### config.mk
export PLATFORM = sky130hd
export DESIGN_NAME = leaf_uart_rx
export DESIGN_NICKNAME = d
export VERILOG_FILES = /design/src/rtl/leaf_uart_pkg.sv /design/src/rtl/leaf_uart_rx_fifo.sv /design/src/rtl/leaf_uart_rx.sv
export SDC_FILE = /design/constraint.sdc
export NUM_CORES = 1
export LEC_CHECK = 0
export CELL_PAD_IN_SITES_DETAIL_PLACEMENT = 1
export CELL_PAD_IN_SITES_GLOBAL_PLACEMENT = 1
export CORE_MARGIN = 2
export CORE_UTILIZATION = 49
export DETAILED_ROUTE_END_ITERATION = 8
export PLACE_DENSITY = 0.93
export SLEW_MARGIN = 10
export SYNTH_ARGS = -nofsm -noshare
export SYNTH_HDL_FRONTEND = slang
export SYNTH_SLANG_ARGS = --single-unit
### constraint.sdc
create_clock -name clk -period 4 [get_ports clk]
set_input_delay 0.8 -clock clk [delete_from_list [all_inputs] [get_ports clk]]
set_output_delay 0.8 -clock clk [all_outputs]
set_load 0.05 [all_outputs]
### src/rtl/leaf_uart_pkg.sv
// Shared constants and FSM encoding for the leaf chip UART receive path.
package leaf_uart_pkg;

  localparam int UART_DATA_BITS       = 8;
  localparam int DEFAULT_CLKS_PER_BIT = 217;

  typedef enum logic [2:0] {
    S_IDLE  = 3'd0,
    S_START = 3'd1,
    S_DATA  = 3'd2,
    S_STOP  = 3'd3,
    S_BREAK = 3'd4
  } uart_rx_state_e;

  // Plain constants keep the state register a bare vector for legacy tooling.
  localparam logic [2:0] ST_IDLE  = S_IDLE;
  localparam logic [2:0] ST_START = S_START;
  localparam logic [2:0] ST_DATA  = S_DATA;
  localparam logic [2:0] ST_STOP  = S_STOP;
  localparam logic [2:0] ST_BREAK = S_BREAK;

endpackage

### src/rtl/leaf_uart_rx_fifo.sv
// Circular receive buffer for leaf_uart_rx; only built when LEAF_UART_RX_FIFO_EN is defined.
module leaf_uart_rx_fifo
  import leaf_uart_pkg::*;
#(
  parameter int DEPTH = 4,
  parameter int WIDTH = UART_DATA_BITS
) (
  input  logic             clk,
  input  logic             rst_n,
  input  logic             push,
  input  logic             pop,
  input  logic [WIDTH-1:0] din,
  output logic [WIDTH-1:0] dout,
  output logic             full,
  output logic             empty
);

  localparam int AW = $clog2(DEPTH);

  logic [WIDTH-1:0] mem [DEPTH];
  logic [AW-1:0]    wr_ptr;
  logic [AW-1:0]    rd_ptr;
  logic [AW:0]      count;
  logic             wr_en;
  logic             rd_en;

  assign full  = (count == (AW+1)'(DEPTH));
  assign empty = (count == '0);
  assign rd_en = pop & ~empty;
  // A full buffer still accepts a write when the head leaves in the same cycle.
  assign wr_en = push & (~full | rd_en);
  assign dout  = mem[rd_ptr];

  always_ff @(posedge clk or negedge rst_n) begin
    if (!rst_n) begin
      wr_ptr <= '0;
      rd_ptr <= '0;
      count  <= '0;
    end else begin
      if (wr_en) wr_ptr <= wr_ptr + 1'b1;
      if (rd_en) rd_ptr <= rd_ptr + 1'b1;
      case ({wr_en, rd_en})
        2'b10:   count <= count + 1'b1;
        2'b01:   count <= count - 1'b1;
        default: count <= count;
      endcase
    end
  end

  // NOTE: storage is deliberately not reset; occupancy alone decides validity.
  always_ff @(posedge clk) begin
    if (wr_en) mem[wr_ptr] <= din;
  end

endmodule

### src/rtl/leaf_uart_rx.sv
// 8N1 UART receiver with valid/ready output; define LEAF_UART_RX_FIFO_EN for a
// FIFO_DEPTH-entry buffer, otherwise a single holding register is used.
module leaf_uart_rx
  import leaf_uart_pkg::*;
#(
  parameter int CLKS_PER_BIT = DEFAULT_CLKS_PER_BIT,
  parameter int FIFO_DEPTH   = 4
) (
  input  logic                      clk,
  input  logic                      reset,
  input  logic                      rx,
  output logic [UART_DATA_BITS-1:0] rx_data,
  output logic                      rx_valid,
  input  logic                      rx_ready,
  output logic                      frame_err,
  output logic                      overrun
);

  localparam int            CW        = $clog2(CLKS_PER_BIT);
  localparam logic [CW-1:0] BIT_LOAD  = CW'(CLKS_PER_BIT - 1);
  localparam logic [CW-1:0] HALF_LOAD = CW'(CLKS_PER_BIT / 2 - 1);

  logic                      rx_meta;
  logic                      rxs;
  logic [2:0]                state;
  logic [CW-1:0]             baud_cnt;
  logic [2:0]                bit_cnt;
  logic [UART_DATA_BITS-1:0] shift;
  logic                      stop_sample;
  logic                      push_req;
  logic                      pop;
  logic                      buf_full;
  logic                      buf_valid;
  logic [UART_DATA_BITS-1:0] buf_data;

  // NOTE: sequential state always uses <= so every flop samples pre-edge values.
  always_ff @(posedge clk or negedge reset) begin
    if (!reset) begin
      rx_meta <= 1'b1;
      rxs     <= 1'b1;
    end else begin
      rx_meta <= rx;
      rxs     <= rx_meta;
    end
  end

  always_ff @(posedge clk or negedge reset) begin
    if (!reset) begin
      state    <= ST_IDLE;
      baud_cnt <= '0;
      bit_cnt  <= '0;
      shift    <= '0;
    end else begin
      case (state)
        ST_IDLE: begin
          if (!rxs) begin
            state    <= ST_START;
            baud_cnt <= HALF_LOAD;
          end
        end
        ST_START: begin
          if (baud_cnt != '0) begin
            baud_cnt <= baud_cnt - 1'b1;
          end else if (!rxs) begin
            state    <= ST_DATA;
            baud_cnt <= BIT_LOAD;
            bit_cnt  <= '0;
          end else begin
            state <= ST_IDLE;
          end
        end
        ST_DATA: begin
          if (baud_cnt != '0) begin
            baud_cnt <= baud_cnt - 1'b1;
          end else begin
            shift    <= {rxs, shift[UART_DATA_BITS-1:1]};
            baud_cnt <= BIT_LOAD;
            bit_cnt  <= bit_cnt + 3'd1;
            if (bit_cnt == 3'd7) state <= ST_STOP;
          end
        end
        ST_STOP: begin
          if (baud_cnt != '0) begin
            baud_cnt <= baud_cnt - 1'b1;
          end else begin
            // Returning to IDLE at mid stop bit leaves room for a back-to-back start.
            state <= rxs ? ST_IDLE : ST_BREAK;
          end
        end
        ST_BREAK: begin
          if (rxs) state <= ST_IDLE;
        end
        default: state <= ST_IDLE;
      endcase
    end
  end

  assign stop_sample = (state == ST_STOP) && (baud_cnt == '0);
  assign push_req    = stop_sample & rxs;
  assign pop         = buf_valid & rx_ready;

  always_ff @(posedge clk or negedge reset) begin
    if (!reset) begin
      frame_err <= 1'b0;
      overrun   <= 1'b0;
    end else begin
      frame_err <= stop_sample & ~rxs;
      overrun   <= push_req & buf_full & ~pop;
    end
  end

`ifdef LEAF_UART_RX_FIFO_EN
  logic fifo_empty;

  leaf_uart_rx_fifo #(
    .DEPTH (FIFO_DEPTH),
    .WIDTH (UART_DATA_BITS)
  ) u_fifo (
    .clk   (clk),
    .rst_n (reset),
    .push  (push_req),
    .pop   (pop),
    .din   (shift),
    .dout  (buf_data),
    .full  (buf_full),
    .empty (fifo_empty)
  );

  assign buf_valid = ~fifo_empty;
`else
  logic                      hold_valid;
  logic [UART_DATA_BITS-1:0] hold_data;
  logic                      unused_fifo_depth;

  assign unused_fifo_depth = ^FIFO_DEPTH;

  always_ff @(posedge clk or negedge reset) begin
    if (!reset) begin
      hold_valid <= 1'b0;
      hold_data  <= '0;
    end else if (push_req && (!hold_valid || pop)) begin
      hold_valid <= 1'b1;
      hold_data  <= shift;
    end else if (pop) begin
      hold_valid <= 1'b0;
    end
  end

  assign buf_full  = hold_valid;
  assign buf_valid = hold_valid;
  assign buf_data  = hold_data;
`endif

  assign rx_valid = buf_valid;
  assign rx_data  = buf_valid ? buf_data : '0;

endmodule
Word-level counts from Yosys, hierarchy flattened

Index checks and enable logic that the tools add are counted.

Add/subtract/negate cells: 2
Eq/ne operators: 14
Multiplexer cells: 22
Bitwise operators: 8
Reduce and logical (&&, ||, !) cells: 14

Operators by type and width:

| operator                                                            | count |
|---|---|
| 8-bit two-way mux                                                   | 6 |
| 8-bit one-hot mux with 4 select lines                               | 1 |
| 3-bit two-way mux                                                   | 10 |
| 2-bit != test (second input constant)                               | 8 |
| 3-bit one-hot mux with 5 select lines                               | 1 |
| 8-bit logical NOT                                                   | 1 |
| 4-bit AND reduction                                                 | 2 |
| 8-bit nonzero test                                                  | 1 |
| 8-bit by 1-bit subtractor with 8-bit output (second input constant) | 1 |
| 3-bit by 2-bit == test with 1-bit output (second input constant)    | 2 |
| 3-bit == test (second input constant)                               | 2 |
| 3-bit one-hot mux with 2 select lines                               | 1 |
| 6-bit AND reduction                                                 | 1 |
| 1-bit bitwise AND                                                   | 5 |
| 2-bit nonzero test                                                  | 2 |
| 4-bit nonzero test                                                  | 1 |
| 3-bit by 1-bit adder with 3-bit output (second input constant)      | 1 |
| 3-bit by 1-bit == test with 1-bit output (second input constant)    | 1 |
| 3-bit logical NOT                                                   | 1 |
| 3-bit != test (second input constant)                               | 1 |
| 1-bit NOT                                                           | 3 |
| 1-bit logical AND                                                   | 2 |
| 1-bit two-way mux                                                   | 2 |
| 2-bit two-way mux                                                   | 1 |
| 3 further kinds                                                     | 3 |

Register bits: 35
Input bits: 4
Output and inout bits: 11
Word-level logic and storage cells: 70

Logic depth before layout (Yosys ltp)

Gate-level depths: netlist (run 1).

Word-level depth: 5
Depth in mapped cells: 7
Mapped depth without buffers: 6

Worst setup path after synthesis (run 1)

No wires, ideal clock.

Path kind: register to register
Start: register baud_cnt[0]
End: register hold_data[0] (netlist: buf_data[0])
Library setup time: 0.125 ns
Arrival time: 1.903 ns
Setup slack: 1.972 ns
Stages on the path, launching flop included: 7
Clock period less this slack: 2.028 ns
Cell sequence: dfrtp_1 inv_1 ha_1 nor3b_2 nand2_2 nor4b_4 mux2_2

Cells in the longest elaborated chain, start to end: 4

RTL lines:

| item                   | RTL line            | source |
|---|---|---|
| from (decl)            | leaf_uart_rx.sv:26  | `logic [CW-1:0] baud_cnt;` |
| from (signal assigned) | leaf_uart_rx.sv:63  | `baud_cnt <= baud_cnt - 1'b1;` |
| from (signal assigned) | leaf_uart_rx.sv:74  | `baud_cnt <= baud_cnt - 1'b1;` |
| from (signal assigned) | leaf_uart_rx.sv:84  | `baud_cnt <= baud_cnt - 1'b1;` |
| 8-bit logical NOT      | leaf_uart_rx.sv:98  | `assign stop_sample = (state == ST_STOP) && (baud_cnt == '0);` |
| 1-bit logical AND      | leaf_uart_rx.sv:98  |  |
| 1-bit bitwise AND      | leaf_uart_rx.sv:99  | `assign push_req = stop_sample & rxs;` |
| 1-bit logical AND      | leaf_uart_rx.sv:141 | `end else if (push_req && (!hold_valid \|\| pop)) begin` |
| to (signal assigned)   | leaf_uart_rx.sv:143 | `hold_data <= shift;` |
| to (decl)              | leaf_uart_rx.sv:132 | `logic [UART_DATA_BITS-1:0] hold_data;` |

Every way passes these cells.
A chain may end at the register's enable or synchronous reset.

Worst setup path after layout (run 1)

Start: register hold_valid (netlist: rx_valid)
End: output rx_data[5]

Cells in the longest elaborated chain, start to end: 1

RTL lines:

| item                   | RTL line            | source |
|---|---|---|
| from (decl)            | leaf_uart_rx.sv:131 | `logic hold_valid;` |
| from (signal assigned) | leaf_uart_rx.sv:139 | `hold_valid <= 1'b0;` |
| from (signal assigned) | leaf_uart_rx.sv:142 | `hold_valid <= 1'b1;` |
| from (signal assigned) | leaf_uart_rx.sv:145 | `hold_valid <= 1'b0;` |
| 8-bit two-way mux      | leaf_uart_rx.sv:155 | `assign rx_data = buf_valid ? buf_data : '0;` |
| to (decl)              | leaf_uart_rx.sv:12  | `output logic [UART_DATA_BITS-1:0] rx_data,` |

Every way passes these cells.

==> out/results.txt, run 1 <==
Syn Area/Cell -> 11.5 µm²
Total setup buffers inserted after CTS -> 0
Cells after DPL -> 209
Worst Max-Slew Pin Slew -> 672 ps
Die area -> 4070 µm²
Area of the multi-input gates -> 848 µm²
Antenna Cells -> 0
Post-synth EDFFs -> 0
Area contributors post-synth -> dfrtp_1, mux2_2, a21oi_1
Reg clk slew, reported paths -> 110 ps
Port buffer count -> 14
Minimum clock period -> 2700 ps
H-tree depth -> 2
Arr. time, crit path -> 1900 ps
Global-route wire length before repair -> 7310 µm
Max cap viols -> 0
R2r setup slk -> 1510 ps
Total negative slack -> 0 ps
Max Slew Vio Count -> 0
Crit Path Max Fanout -> 10
Fin area -> 2000 µm²
Min-Delay Path Class -> flip-flop to flip-flop
DP HPWL -> 2980 µm
Post-Route WL -> 4180 µm
Ys async rst share -> 1.00
Vias in the first global route -> 1437
Post_cts resized -> 0
Area of placed instances -> 1940 µm²
Final hold viol count -> 0
FP Rows -> 21
DR DRC count -> 0
Clk pwr share -> 0.345
Tcrit/Tclk final -> 0.674
Final net count -> 178
Synthesized area -> 1750 µm²
Crit path kind -> flip-flop to output pin
Crit path max-delay family -> buffers and inverters
Via Count -> 1327
#FFs+latches synth -> 35
Yosys warning count -> 0
CP max stage cell -> clkdlybuf4s50_1
Core area -> 3390 µm²
CP required -> 3200 ps
Sequential area share after synthesis -> 0.501
WL/cell -> 19.2 µm
Highest Clock Rate -> 371 MHz
Area grow syn2layout -> 13.8%
Area share of the largest cell type after synthesis -> 0.471
Max stage delay on crit path -> 820 ps
ANT nets after route -> 0
Startpoint Class -> flip-flop
Final GP Congestion -> 0.842
Pin count of the biggest net entering global routing -> 36
Io pins -> 15
Final setup fails -> 0
DIE WIDTH -> 63.8 µm
Share of post-route cells with drive strength above 1 -> 0.222
Internal power component -> 427 µW
Synth unique cells -> 44
Tot Pwr -> 564 µW
PD cells -> 282 nW/µm²
Critical-path cell list -> and2_1 > clkdlybuf4s50_1
Sw frac -> 0.242
Starting DRT DRC Count -> 78
Fill cells -> 358
Psw -> 137 µW
CTS tree -> yes
Total track usage -> 0.236
Buf+Inv Stages, Crit Path -> 1
Clk root buf -> clkbuf_4
Die H -> 63.8 µm
Hold_buf cts -> 0
Initial antenna violation count -> 0
Status -> finished clean
DR vias/cell -> 6.12
Mapped Cells -> 152
CTS buffer count -> 5
1st-pass router iterations -> 4
Initial core utilization -> 0.518
Clk buf depth -> 2
Post-synth net total -> 160
GRT overflow -> 0
VDD IR max -> 0.000206 V
Clk Latency, worst-skew pair -> 360 ps
Comb power frac -> 0.021
Register area -> 878 µm²
Fin cells -> 217
Area leader, netlist -> dfrtp_1
Seq pwr share -> 0.633
LEAKAGE -> 0.000881 µW
Predominant post-synthesis flop cell -> dfrtp_1
Clock Skews -> 12.4 ps
Nature of the critical path endpoint -> output pin
Slew headroom -> 0.548
RSZ-0062 raised after global routing -> false
Sink Count -> 35
final timing paths:
kind,end,from,cells past startpoint
worst min register to register,rxs$_DFF_PN1_,rx_meta$_DFF_PN1_,0
max in group asynchronous,rxs$_DFF_PN1_,reset,2
min in group asynchronous,baud_cnt[3]$_DFFE_PN0P_,reset,2
worst max register to register,buf_data[2]$_DFFE_PN0P_,baud_cnt[0]$_DFFE_PN0P_,6
worst max-delay path,rx_data[5],rx_valid$_DFFE_PN0P_,2
worst min-delay path,rxs$_DFF_PN1_,rx_meta$_DFF_PN1_,0
worst reg2reg max path, cell delays in order, from the launching register on:
cell	delay, ps
dfrtp_1	410
inv_1	150
ha_1	220
nor3b_2	400
nand2_2	170
nor4b_4	630
mux2_2	410
cell usage after synthesis, types with 2 or more instances:
master / count
ha_1: 4
nand4_1: 2
dfrtp_1: 33
mux2_2: 17
nand3_1: 4
o31ai_1: 5
nor3_1: 3
inv_1: 3
o22a_1: 2
and2_1: 8
dfstp_2: 2
a21oi_1: 11
a31oi_1: 3
or3_2: 2
o21ai_0: 2
nor2b_1: 5
and3_1: 2
or3_1: 3
clkbuf_1: 3
nor2_1: 6
a221oi_1: 3
a21o_1: 2
nand2_1: 6
power by group through the flow:
| stage | Sequential, µW | Combinational, µW | Clock, µW |
|---|---|---|---|
| 5_1_grt | 357 | 14.3 | 210 |
| 4_1_cts | 357 | 12.8 | 199 |
| 3_5_place_dp | 364 | 12.7 | 0 |
| 3_3_place_gp | 364 | 12.3 | 0 |
| 2_1_floorplan | 363 | 1.62 | 0 |
| 6_report | 357 | 12.1 | 195 |
through the flow:
stage          utilization  hold slack, ps  setup WS (ps)
2_1_floorplan            -             345           1970
3_3_place_gp         0.573             347           1620
3_5_place_dp         0.573             348           1530
4_1_cts              0.589             368           1280
5_1_grt              0.589             372           1220
6_report             0.589             366           1300
registers in the layout (all words and copies together), names as in the netlist:
signal	cells
rx_valid	1
bit_cnt	3
overrun	1
buf_data	8
shift	8
rx_meta	1
frame_err	1
baud_cnt	8
rxs	1
state	3
layer usage:
metal / vias up / track usage / share of wire
met3: 10 / 0.0704 / 0.054
met1: 677 / 0.298 / 0.43
li1: 603 / - / -
met4: 0 / 0.0870 / 0.020
met2: 37 / 0.383 / 0.49
met5: - / 0 / 0
cell families (layout without fill, tap and decap cells):
logic type / Yosys count / count (layout) / synth area share
flops: 35 / 35 / 0.501
fa+ha+maj: 4 / 4 / 0.0285
buf+inv: 7 / 26 / 0.0157
mux: 18 / 18 / 0.115
compound gates: 35 / 35 / 0.139
xor+xnor: 1 / 1 / 0.00499
simple gates: 52 / 52 / 0.196
final cells by class:
class	instances	share of cell area
sequential	35	0.440
multi-input combinational	110	0.425
timing repair buffer	15	0.0739
tap	46	0.0288
clock buffer	6	0.0207
clock inverter	2	0.00627
inverter	3	0.00564
layout by cell type, fill, tap and decap left out, types with 2 or more instances in the layout:
master / instances
and2_1: 8
or3_2: 2
nor2b_1: 5
o31ai_1: 5
a31oi_1: 3
or3_1: 3
o22a_1: 2
dfrtp_1: 33
a21o_1: 2
nand2_1: 6
dfstp_2: 2
nand3_1: 4
clkbuf_4: 5
mux2_2: 17
nor2_1: 6
a21oi_1: 11
and3_1: 2
a221oi_1: 3
o21ai_0: 2
inv_1: 3
nor3_1: 3
clkdlybuf4s50_1: 14
ha_1: 4
nand4_1: 2
Power figures use the tool's default switching activity.
==> run 2, diff against run 1 <==
--- a/config.mk
+++ b/config.mk
@@ -8,9 +8,9 @@
 export CELL_PAD_IN_SITES_DETAIL_PLACEMENT = 1
 export CELL_PAD_IN_SITES_GLOBAL_PLACEMENT = 1
 export CORE_MARGIN = 2
-export CORE_UTILIZATION = 49
+export CORE_UTILIZATION = 41
 export DETAILED_ROUTE_END_ITERATION = 8
-export PLACE_DENSITY = 0.93
+export PLACE_DENSITY = 0.84
 export SLEW_MARGIN = 10
 export SYNTH_ARGS = -nofsm -noshare
 export SYNTH_HDL_FRONTEND = slang
==> constraint.sdc (replaced) <==
create_clock -name clk -period 2.4 [get_ports clk]
set_input_delay 0.48 -clock clk [delete_from_list [all_inputs] [get_ports clk]]
set_output_delay 0.48 -clock clk [all_outputs]
set_load 0.05 [all_outputs]
==> run 2 against run 1 <==
Effect of this change:
- clock power grew to 2.8 times the previous value
- power grew 110%
- via count shrank 2.0%
- worst setup slack lost 1200 ps
==> out/results.txt, run 2 (synthesis gave the netlist of run 1 again) <==
Status -> finished clean
PD cells -> 555 nW/µm²
R2r setup slk -> 310 ps
Worst Max-Slew Pin Slew -> 579 ps
Depth of the worst register-to-register path -> 6
Final hold viol count -> 0
Clock Skews -> 6.95 ps
Initial core utilization -> 0.432
Final setup fails -> 0
Pin count of the biggest net entering global routing -> 36
CTS buffer count -> 5
Max cap viols -> 0
Final net count -> 182
Worst reg2reg endpoint -> baud_cnt[6]$_DFFE_PN0P_
Minimum clock period -> 2270 ps
WHS -> 361 ps
Most common cell after layout, fill and taps aside -> dfrtp_1
RSZ-0062 raised after global routing -> false
Most frequent cells in the layout -> dfrtp_1, mux2_2, clkdlybuf4s50_1
Initial antenna violation count -> 0
RR Startpoint -> baud_cnt[0]$_DFFE_PN0P_
DR DRC count -> 0
LEAKAGE -> 0.000936 µW
DP HPWL -> 2890 µm
Setup crit end -> rx_data[4]
Share of post-route cells with drive strength above 1 -> 0.246
Slew headroom -> 0.610
Max Slew Vio Count -> 0
Io pins -> 15
CTS tree -> yes
Nature of the critical path endpoint -> output pin
Arr. time, crit path -> 1790 ps
Total setup buffers inserted after CTS -> 0
Min-Delay Path Class -> flip-flop to flip-flop
Final GP Congestion -> 0.982
Die area -> 4820 µm²
Antenna Cells -> 0
Vias in the first global route -> 1463
Crit path kind -> flip-flop to output pin
Area grow syn2layout -> 19.5%
CP startpoint -> rx_valid$_DFFE_PN0P_
FP Rows -> 23
DIE WIDTH -> 69.4 µm
Tcrit/Tclk final -> 0.948
Clk buf depth -> 2
Post_cts resized -> 0
Global-route wire length before repair -> 7120 µm
WL/cell -> 17.8 µm
Hold_buf cts -> 0
Total negative slack -> 0 ps
Die H -> 69.4 µm
Post-Route WL -> 4020 µm
Crit Path Max Fanout -> 10
Fill cells -> 425
Sink Count -> 35
ANT nets after route -> 0
Via Count -> 1301
VDD IR max -> 0.000357 V
Starting DRT DRC Count -> 55
Clk Latency, worst-skew pair -> 280 ps
Core area -> 4060 µm²
CP required -> 1920 ps
Startpoint Class -> flip-flop
Clk root buf -> clkbuf_8
Reg clk slew, reported paths -> 70 ps
GRT overflow -> 0
DR vias/cell -> 5.78
1st-pass router iterations -> 4
H-tree depth -> 2
Total track usage -> 0.186
Port buffer count -> 14
Highest Clock Rate -> 440 MHz
run 2: metrics by stage:
| stage | std cells | power (µW) | cell area (µm²) | util | setup slack, ps |
|---|---|---|---|---|---|
| 6_report | 225 | 1160 | 2100 | 0.516 | 126 |
| 5_1_grt | 225 | 1210 | 2100 | 0.516 | 32.0 |
| 4_1_cts | 225 | 1190 | 2100 | 0.516 | 68.3 |
| 3_5_place_dp | 217 | 628 | 1980 | 0.488 | 356 |
| 3_3_place_gp | 217 | 627 | 1980 | 0.488 | 410 |
| 2_1_floorplan | 152 | 608 | 1750 | - | 372 |
run 2: layout make-up:
| class | count | area [µm²] | share of cell area |
|---|---|---|---|
| clock buffer | 6 | 82.6 | 0.0394 |
| clock inverter | 2 | 35.0 | 0.0167 |
| inverter | 3 | 11.3 | 0.00537 |
| multi-input combinational | 110 | 848 | 0.405 |
| sequential | 35 | 878 | 0.419 |
| tap | 50 | 62.6 | 0.0299 |
| timing repair buffer | 19 | 178 | 0.0848 |
run 2: power breakdown:
group | switching [µW] | internal [µW]
combinational | 14.0 | 6.50
sequential | 2.41 | 593
clock | 211 | 336
total | 228 | 935
run 2: worst max-delay path: stages, from the launching register on:
cell	delay, ps
dfrtp_1	500
and2_1	190
clkdlybuf4s50_1	810
run 2: how the worst min path moves through the flow:
stage	startpoint	endpoint	cells past startpoint
4_1_cts	rx_meta$_DFF_PN1_	rxs$_DFF_PN1_	0
6_report	rx_meta$_DFF_PN1_	rxs$_DFF_PN1_	0
2_1_floorplan	reset	baud_cnt[0]$_DFFE_PN0P_	0
3_3_place_gp	rx_meta$_DFF_PN1_	rxs$_DFF_PN1_	0
3_5_place_dp	rx_meta$_DFF_PN1_	rxs$_DFF_PN1_	0
5_1_grt	rx_meta$_DFF_PN1_	rxs$_DFF_PN1_	0
run 2: routing by layer:
metal	up-vias	global-route usage	routed length (µm)
met3	2	0.0465	128
met4	0	0.0566	13
met2	19	0.333	2170
li1	614	-	-
met5	-	0	0
met1	666	0.217	1700
